--- src/rtl/cache_arbiter_pkg.sv ---
// lc3b_types: shared types for the L1/L2 cache arbiter.
//   lc3b_word   - 16-bit machine word / line address
//   cache_line  - 128-bit cache line
//   arb_state_t - arbiter FSM state encoding
package lc3b_types;

  typedef logic [15:0]  lc3b_word;
  typedef logic [127:0] cache_line;

  typedef enum logic [1:0] {
    IDLE    = 2'd0,
    GRANT_I = 2'd1,
    GRANT_D = 2'd2
  } arb_state_t;

  // A client is requesting when either its read or its write strobe is high.
  function automatic logic req_active(input logic rd, input logic wr);
    return rd | wr;
  endfunction

endpackage

--- src/rtl/cache_arbiter_if.sv ---
// cache_arbiter_if: bundles the I-cache, D-cache and downstream (L2) memory
// ports around the arbiter.
//   slave  modport - seen by the arbiter (client requests and l2 response in,
//                    client responses and l2 request out)
//   master modport - seen by the surrounding clients/memory model
interface cache_arbiter_if;
  import lc3b_types::*;

  logic      i_pmem_read;
  logic      i_pmem_write;
  lc3b_word  i_pmem_address;
  cache_line i_pmem_wdata;
  logic      i_pmem_resp;
  cache_line i_pmem_rdata;

  logic      d_pmem_read;
  logic      d_pmem_write;
  lc3b_word  d_pmem_address;
  cache_line d_pmem_wdata;
  logic      d_pmem_resp;
  cache_line d_pmem_rdata;

  logic      l2_read;
  logic      l2_write;
  lc3b_word  l2_address;
  cache_line l2_wdata;
  logic      l2_resp;
  cache_line l2_rdata;

  logic      arb_busy;

  modport slave (
    input  i_pmem_read, i_pmem_write, i_pmem_address, i_pmem_wdata,
    input  d_pmem_read, d_pmem_write, d_pmem_address, d_pmem_wdata,
    input  l2_resp, l2_rdata,
    output i_pmem_resp, i_pmem_rdata, d_pmem_resp, d_pmem_rdata,
    output l2_read, l2_write, l2_address, l2_wdata, arb_busy
  );

  modport master (
    output i_pmem_read, i_pmem_write, i_pmem_address, i_pmem_wdata,
    output d_pmem_read, d_pmem_write, d_pmem_address, d_pmem_wdata,
    output l2_resp, l2_rdata,
    input  i_pmem_resp, i_pmem_rdata, d_pmem_resp, d_pmem_rdata,
    input  l2_read, l2_write, l2_address, l2_wdata, arb_busy
  );

endinterface

--- src/rtl/cache_arbiter_req_reg.sv ---
// arb_req_reg: latch for the granted request (address, wdata, read, write).
//   load  - capture in_* (read wins if read and write are both high)
//   clear - drop read/write at the end of a transaction
//   outputs drive the downstream port directly, so they are registered.
module arb_req_reg
  import lc3b_types::*;
(
  input  logic      clk,
  input  logic      rst_n,
  input  logic      load,
  input  logic      clear,
  input  lc3b_word  in_address,
  input  cache_line in_wdata,
  input  logic      in_read,
  input  logic      in_write,
  output lc3b_word  address,
  output cache_line wdata,
  output logic      read,
  output logic      write
);

  // Request latch; clear and load are never asserted together by the FSM.
  always_ff @(posedge clk or negedge rst_n) begin
    if (!rst_n) begin
      address <= 16'h0000;
      wdata   <= 128'h0;
      read    <= 1'b0;
      write   <= 1'b0;
    end else if (clear) begin
      read    <= 1'b0;
      write   <= 1'b0;
    end else if (load) begin
      address <= in_address;
      wdata   <= in_wdata;
      read    <= in_read;
      // Read+write together is illegal; keep the read, drop the write.
      write   <= in_write & ~in_read;
    end
  end

endmodule

--- src/rtl/cache_arbiter.sv ---
// cache_arbiter: round-robin arbiter between the L1 I-cache and D-cache for
// one shared downstream memory port.
//   clk   - rising-edge clock
//   rst_n - asynchronous active-low reset
//   bus   - slave side of cache_arbiter_if (client requests/responses,
//           downstream request/response, arb_busy)
// One request is granted at a time and held from the latch until l2_resp;
// the response is steered combinationally to the granted client.
module cache_arbiter (
  input  logic            clk,
  input  logic            rst_n,
  cache_arbiter_if.slave  bus
);
  import lc3b_types::*;

  localparam logic [1:0] S_IDLE    = 2'(IDLE);
  localparam logic [1:0] S_GRANT_I = 2'(GRANT_I);
  localparam logic [1:0] S_GRANT_D = 2'(GRANT_D);

  logic [1:0] state;
  logic [1:0] state_next;
  logic       last_grant;      // 0 = I granted last, 1 = D granted last
  logic       last_grant_next;
  logic       load;
  logic       clear;
  logic       sel_d;
  logic       i_req;
  logic       d_req;

  logic      req_read;
  logic      req_write;
  lc3b_word  req_address;
  cache_line req_wdata;

  assign i_req = req_active(bus.i_pmem_read, bus.d_pmem_read & 1'b0 | bus.i_pmem_write);
  assign d_req = req_active(bus.d_pmem_read, bus.d_pmem_write);

  // Arbitration and transaction sequencing.
  always_comb begin
    state_next      = state;
    last_grant_next = last_grant;
    load            = 1'b0;
    clear           = 1'b0;
    sel_d           = 1'b0;
    case (state)
      S_IDLE: begin
        // On a tie the client not granted last time wins.
        if (i_req && (!d_req || last_grant)) begin
          state_next      = S_GRANT_I;
          last_grant_next = 1'b0;
          load            = 1'b1;
        end else if (d_req) begin
          state_next      = S_GRANT_D;
          last_grant_next = 1'b1;
          load            = 1'b1;
          sel_d           = 1'b1;
        end else begin
          state_next      = S_IDLE;
        end
      end
      S_GRANT_I, S_GRANT_D: begin
        // Always pass through IDLE after a response so the client's
        // still-held request is not granted a second time.
        if (bus.l2_resp) begin
          state_next = S_IDLE;
          clear      = 1'b1;
        end else begin
          state_next = state;
        end
      end
      default: begin
        state_next = S_IDLE;
      end
    endcase
  end

  // FSM state and round-robin pointer; I wins the first tie after reset.
  always_ff @(posedge clk or negedge rst_n) begin
    if (!rst_n) begin
      state      <= S_IDLE;
      last_grant <= 1'b1;
    end else begin
      state      <= state_next;
      last_grant <= last_grant_next;
    end
  end

  arb_req_reg u_req_reg (
    .clk        (clk),
    .rst_n      (rst_n),
    .load       (load),
    .clear      (clear),
    .in_address (sel_d ? bus.d_pmem_address : bus.i_pmem_address),
    .in_wdata   (sel_d ? bus.d_pmem_wdata   : bus.i_pmem_wdata),
    .in_read    (sel_d ? bus.d_pmem_read    : bus.i_pmem_read),
    .in_write   (sel_d ? bus.d_pmem_write   : bus.i_pmem_write),
    .address    (req_address),
    .wdata      (req_wdata),
    .read       (req_read),
    .write      (req_write)
  );

  assign bus.l2_read    = req_read;
  assign bus.l2_write   = req_write;
  assign bus.l2_address = req_address;
  assign bus.l2_wdata   = req_wdata;

  // Zero-latency response steering; a response in IDLE reaches no client.
  assign bus.i_pmem_resp  = bus.l2_resp & (state == S_GRANT_I);
  assign bus.d_pmem_resp  = bus.l2_resp & (state == S_GRANT_D);
  assign bus.i_pmem_rdata = bus.l2_rdata;
  assign bus.d_pmem_rdata = bus.l2_rdata;

  assign bus.arb_busy = (state != S_IDLE);

endmodule

--- src/flat_wrapper.sv ---
// flat-port wrapper written by rule: the top's interface ports become plain ports
module cache_arbiter_flat import lc3b_types::*;
  (clk, rst_n, bus_i_pmem_read, bus_i_pmem_write, bus_i_pmem_address, bus_i_pmem_wdata, bus_d_pmem_read, bus_d_pmem_write, bus_d_pmem_address, bus_d_pmem_wdata, bus_l2_resp, bus_l2_rdata, bus_i_pmem_resp, bus_i_pmem_rdata, bus_d_pmem_resp, bus_d_pmem_rdata, bus_l2_read, bus_l2_write, bus_l2_address, bus_l2_wdata, bus_arb_busy);
  cache_arbiter_if bus_i ();
  input  logic clk;
  input  logic rst_n;
  input wire logic [$bits(bus_i.i_pmem_read)-1:0] bus_i_pmem_read;
  input wire logic [$bits(bus_i.i_pmem_write)-1:0] bus_i_pmem_write;
  input wire logic [$bits(bus_i.i_pmem_address)-1:0] bus_i_pmem_address;
  input wire logic [$bits(bus_i.i_pmem_wdata)-1:0] bus_i_pmem_wdata;
  input wire logic [$bits(bus_i.d_pmem_read)-1:0] bus_d_pmem_read;
  input wire logic [$bits(bus_i.d_pmem_write)-1:0] bus_d_pmem_write;
  input wire logic [$bits(bus_i.d_pmem_address)-1:0] bus_d_pmem_address;
  input wire logic [$bits(bus_i.d_pmem_wdata)-1:0] bus_d_pmem_wdata;
  input wire logic [$bits(bus_i.l2_resp)-1:0] bus_l2_resp;
  input wire logic [$bits(bus_i.l2_rdata)-1:0] bus_l2_rdata;
  output wire logic [$bits(bus_i.i_pmem_resp)-1:0] bus_i_pmem_resp;
  output wire logic [$bits(bus_i.i_pmem_rdata)-1:0] bus_i_pmem_rdata;
  output wire logic [$bits(bus_i.d_pmem_resp)-1:0] bus_d_pmem_resp;
  output wire logic [$bits(bus_i.d_pmem_rdata)-1:0] bus_d_pmem_rdata;
  output wire logic [$bits(bus_i.l2_read)-1:0] bus_l2_read;
  output wire logic [$bits(bus_i.l2_write)-1:0] bus_l2_write;
  output wire logic [$bits(bus_i.l2_address)-1:0] bus_l2_address;
  output wire logic [$bits(bus_i.l2_wdata)-1:0] bus_l2_wdata;
  output wire logic [$bits(bus_i.arb_busy)-1:0] bus_arb_busy;
  assign bus_i.i_pmem_read = bus_i_pmem_read;
  assign bus_i.i_pmem_write = bus_i_pmem_write;
  assign bus_i.i_pmem_address = bus_i_pmem_address;
  assign bus_i.i_pmem_wdata = bus_i_pmem_wdata;
  assign bus_i.d_pmem_read = bus_d_pmem_read;
  assign bus_i.d_pmem_write = bus_d_pmem_write;
  assign bus_i.d_pmem_address = bus_d_pmem_address;
  assign bus_i.d_pmem_wdata = bus_d_pmem_wdata;
  assign bus_i.l2_resp = bus_l2_resp;
  assign bus_i.l2_rdata = bus_l2_rdata;
  assign bus_i_pmem_resp = bus_i.i_pmem_resp;
  assign bus_i_pmem_rdata = bus_i.i_pmem_rdata;
  assign bus_d_pmem_resp = bus_i.d_pmem_resp;
  assign bus_d_pmem_rdata = bus_i.d_pmem_rdata;
  assign bus_l2_read = bus_i.l2_read;
  assign bus_l2_write = bus_i.l2_write;
  assign bus_l2_address = bus_i.l2_address;
  assign bus_l2_wdata = bus_i.l2_wdata;
  assign bus_arb_busy = bus_i.arb_busy;
  cache_arbiter u_core (.clk(clk), .rst_n(rst_n), .bus(bus_i));
endmodule
--- config.mk ---
export PLATFORM = sky130hd
export DESIGN_NAME = cache_arbiter_flat
export DESIGN_NICKNAME = d
export VERILOG_FILES = /design/src/rtl/cache_arbiter_pkg.sv /design/src/rtl/cache_arbiter_if.sv /design/src/rtl/cache_arbiter_req_reg.sv /design/src/rtl/cache_arbiter.sv /design/src/flat_wrapper.sv
export SDC_FILE = /design/constraint.sdc
export NUM_CORES = 1
export LEC_CHECK = 0
export CAP_MARGIN = 30
export CORE_AREA = 2 2 324 326
export DETAILED_ROUTE_END_ITERATION = 8
export DIE_AREA = 0 0 326 328
export GPL_TIMING_DRIVEN = 0
export PLACE_DENSITY = 0.37
export SYNTH_ARGS = -nofsm -noshare
export SYNTH_HDL_FRONTEND = slang
export SYNTH_SLANG_ARGS = --single-unit
--- constraint.sdc ---
create_clock -name clk -period 4.15 [get_ports clk]
set_clock_uncertainty 0.05 [all_clocks]
set_input_delay 0.83 -clock clk [delete_from_list [all_inputs] [get_ports clk]]
set_output_delay 0.83 -clock clk [all_outputs]
set_load 0.02 [all_outputs]
==> out/results.txt <==
P_leak -> 7.33 nW
Synth top area share -> 42.5%
Worst-Skew Late Latency -> 0.49 ns
H-tree Lvls -> 4
FF-to-FF Start -> u_core.state[0]$_DFFE_PN0P_
Avg Vias per Cell -> 3.09
Starting Density -> 8.44%
Final Hold Fails -> 0
Post-DP Area -> 17500 um^2
CP top delay family -> buffers and inverters
Share of layout cells above drive strength 1 -> 18.2%
Final Max Tran Viols -> 0
Largest area contributor in the netlist -> dfrtp_1
Synth top area cells -> dfrtp_1 (42%), buf_4 (22%), nand2_1 (13%), a31oi_1 (10%), nor2_1 (6.2%)
Least-Margin Pin Slew -> 0.955 ns
Global-route wire length before repair -> 90.3 mm
Worst path slowest cell -> clkdlybuf4s50_1
Slew margin rel. -> 36.3%
Most frequent cells in the layout -> clkdlybuf4s50_1 (698), nand2_1 (293), buf_4 (259)
Maximum number of pins on one net before global-route repair -> 80
Clock slew at reported path FFs -> 0.08 ns
Critical Path RT -> 3.27 ns
Max-Cap Viols -> 0
Aggregate routed wire length -> 68.4 mm
Critical path peak fanout -> 6
Initial antenna violation count -> 21
Crit path depth -> 3
Buf+Inv Stages, Crit Path -> 2
Row count -> 118
Synth unique cells -> 30
Setup CP Type -> in2out
Die W -> 326 um
Peak supply drop -> 0.273 mV
Final setup vio count -> 0
Core area -> 103000 um^2
Longest Clk Path Bufs -> 2
Initial DRC count -> 366
Post-DRT Antenna Nets -> 0
Register bit total from synthesis -> 149
CTS tree -> yes
CP endpoint kind -> primary output
Fmax achieved -> 312 MHz
Syn_nets -> 1504
Cts hold-fix bufs -> 0
TritonCTS Sinks -> 149
Final period util -> 77.3%
Final Cell Area -> 18100 um^2
Residual DRC count -> 0
Critical Path Max Stage Delay -> 0.67 ns
Overall routing resource usage -> 12.4%
IO Port Bufs -> 699
Synth warn -> 0
Post_cts resized -> 0
First drt pass iteration count -> 4
Clk Tree Root Cell -> clkbuf_16
Cell count after synthesis -> 1078
Syn Area/Cell -> 8.08 um^2
CTS Buf Count -> 17
Vias after detailed routing -> 9892
RSZ-0062 raised after global routing -> no
Worst Setup Start Kind -> input port
Hold_ws -> 0.201 ns
RD Place Congestion -> 0.819
WP data arrival -> 2.33 ns
Reg-to-reg setup timing slack -> 1.23 ns
Non-Filler Instances -> 3205
Die H -> 328 um
Period minus WS final -> 3.21 ns
Pwr dens -> 638 nW/um^2
Area of the mapped netlist -> 8710 um^2
Grt ovf -> 0
TNS Setup -> 0 ns
Wire per inst -> 21.3 um
Setup bufs post-CTS -> 0
Post-layout nets -> 2225
Post-synthesis sequential area ratio -> 42.8%
HP Class -> in2async
Worst R2R Path Depth -> 7
Area grow syn2layout -> 108%
Inst Count DP -> 3160
Commonest non-fill, non-tap cell in the layout -> clkdlybuf4s50_1
Vias in the first global route -> 10600
Status -> complete, no violations
Dpl hpwl -> 57.5 mm
CP cell instances -> clkdlybuf4s50_1 -> and2_1 -> clkdlybuf4s50_1
I/O pins -> 828
Most used cell along the critical path -> clkdlybuf4s50_1
Die Area -> 107000 um^2
Crit Reg-Reg Endpoint -> u_core.u_req_reg.address[9]$_DFFE_PN0P_
how the worst max path moves through the flow:
stage / from / to / slack (ns)
2_1_floorplan: bus_d_pmem_write / u_core.u_req_reg.wdata[100]$_DFFE_PN0P_ / 2.17
3_3_place_gp: rst_n / u_core.u_req_reg.wdata[8]$_DFFE_PN0P_ / -5.77
3_5_place_dp: bus_i_pmem_read / u_core.u_req_reg.address[8]$_DFFE_PN0P_ / 0.34
4_1_cts: bus_i_pmem_read / u_core.u_req_reg.address[8]$_DFFE_PN0P_ / 0.92
5_1_grt: bus_i_pmem_read / u_core.u_req_reg.address[8]$_DFFE_PN0P_ / 0.83
6_report: bus_l2_resp / bus_d_pmem_resp / 0.94
cells in the mapped netlist (all sizes together):
cell,instances
clkbuf,26
a21bo,1
ha,3
nor2,145
a21oi,2
nor3b,1
dfrtp,148
a22oi,1
nand3b,1
buf,293
o21ai,5
and3,1
or2,1
nand2b,1
o221ai,1
a21o,1
and2,2
o41ai,1
a32oi,1
inv,3
a31oi,144
nand2,293
nand3,1
nor2b,1
dfstp,1
report_power, final:
part           switching (W)  total, W  internal, W
clock network       0.000809   0.00173     0.000919
logic                0.00433   0.00714      0.00281
registers           0.000455   0.00269      0.00224
total                0.00559    0.0116      0.00597
state kept, by name, summed over array words and instances (netlist names):
signal                    cells
u_core.u_req_reg.write        1
u_core.u_req_reg.address     16
u_core.u_req_reg.read         1
u_core.u_req_reg.wdata      128
u_core.last_grant             1
u_core.state                  2
layout make-up:
type / instances / area (um^2)
Antenna cell: 14 / 35.0
Buffer: 319 / 2220
Clock buffer: 21 / 460
Clock inverter: 10 / 124
Fill cell: 11700 / 85100
Inverter: 3 / 11.3
Multi-Input combinational cell: 607 / 2760
Sequential cell: 149 / 3730
Tap cell: 1380 / 1730
Timing Repair Buffer: 702 / 7060
cell families (layout without fill, tap and decap cells):
logic type      Yosys count  in the layout  share of synthesized area (%)
fa+ha+maj                 3              3                          0.431
buf+inv                 322           1055                           25.6
other cells               0             14                              0
flops                   149            149                           42.8
simple gates            447            447                           19.5
compound gates          157            157                           11.7
per-layer routing:
| metal | part of all wire, % | wire, um | track usage (%) | vias up |
|---|---|---|---|---|
| met5 | 0.15 | 101 | 0 | - |
| met3 | 8.6 | 5900 | 5.34 | 53 |
| met2 | 48 | 33000 | 20.4 | 474 |
| met4 | 1.3 | 857 | 3.53 | 16 |
| li1 | - | - | - | 4721 |
| met1 | 42 | 28500 | 14.7 | 4628 |
metrics by stage:
stage               total power [W]  utilization [%]  worst slack [ns]
floorplan                   0.00609                -              2.17
global placement             0.0101             16.9             -5.77
detailed placement           0.0102             17.0             0.336
CTS                          0.0120             17.5             0.916
global route                 0.0125             17.5             0.828
finish                       0.0116             17.6             0.944
Power figures use the tool's default switching activity.
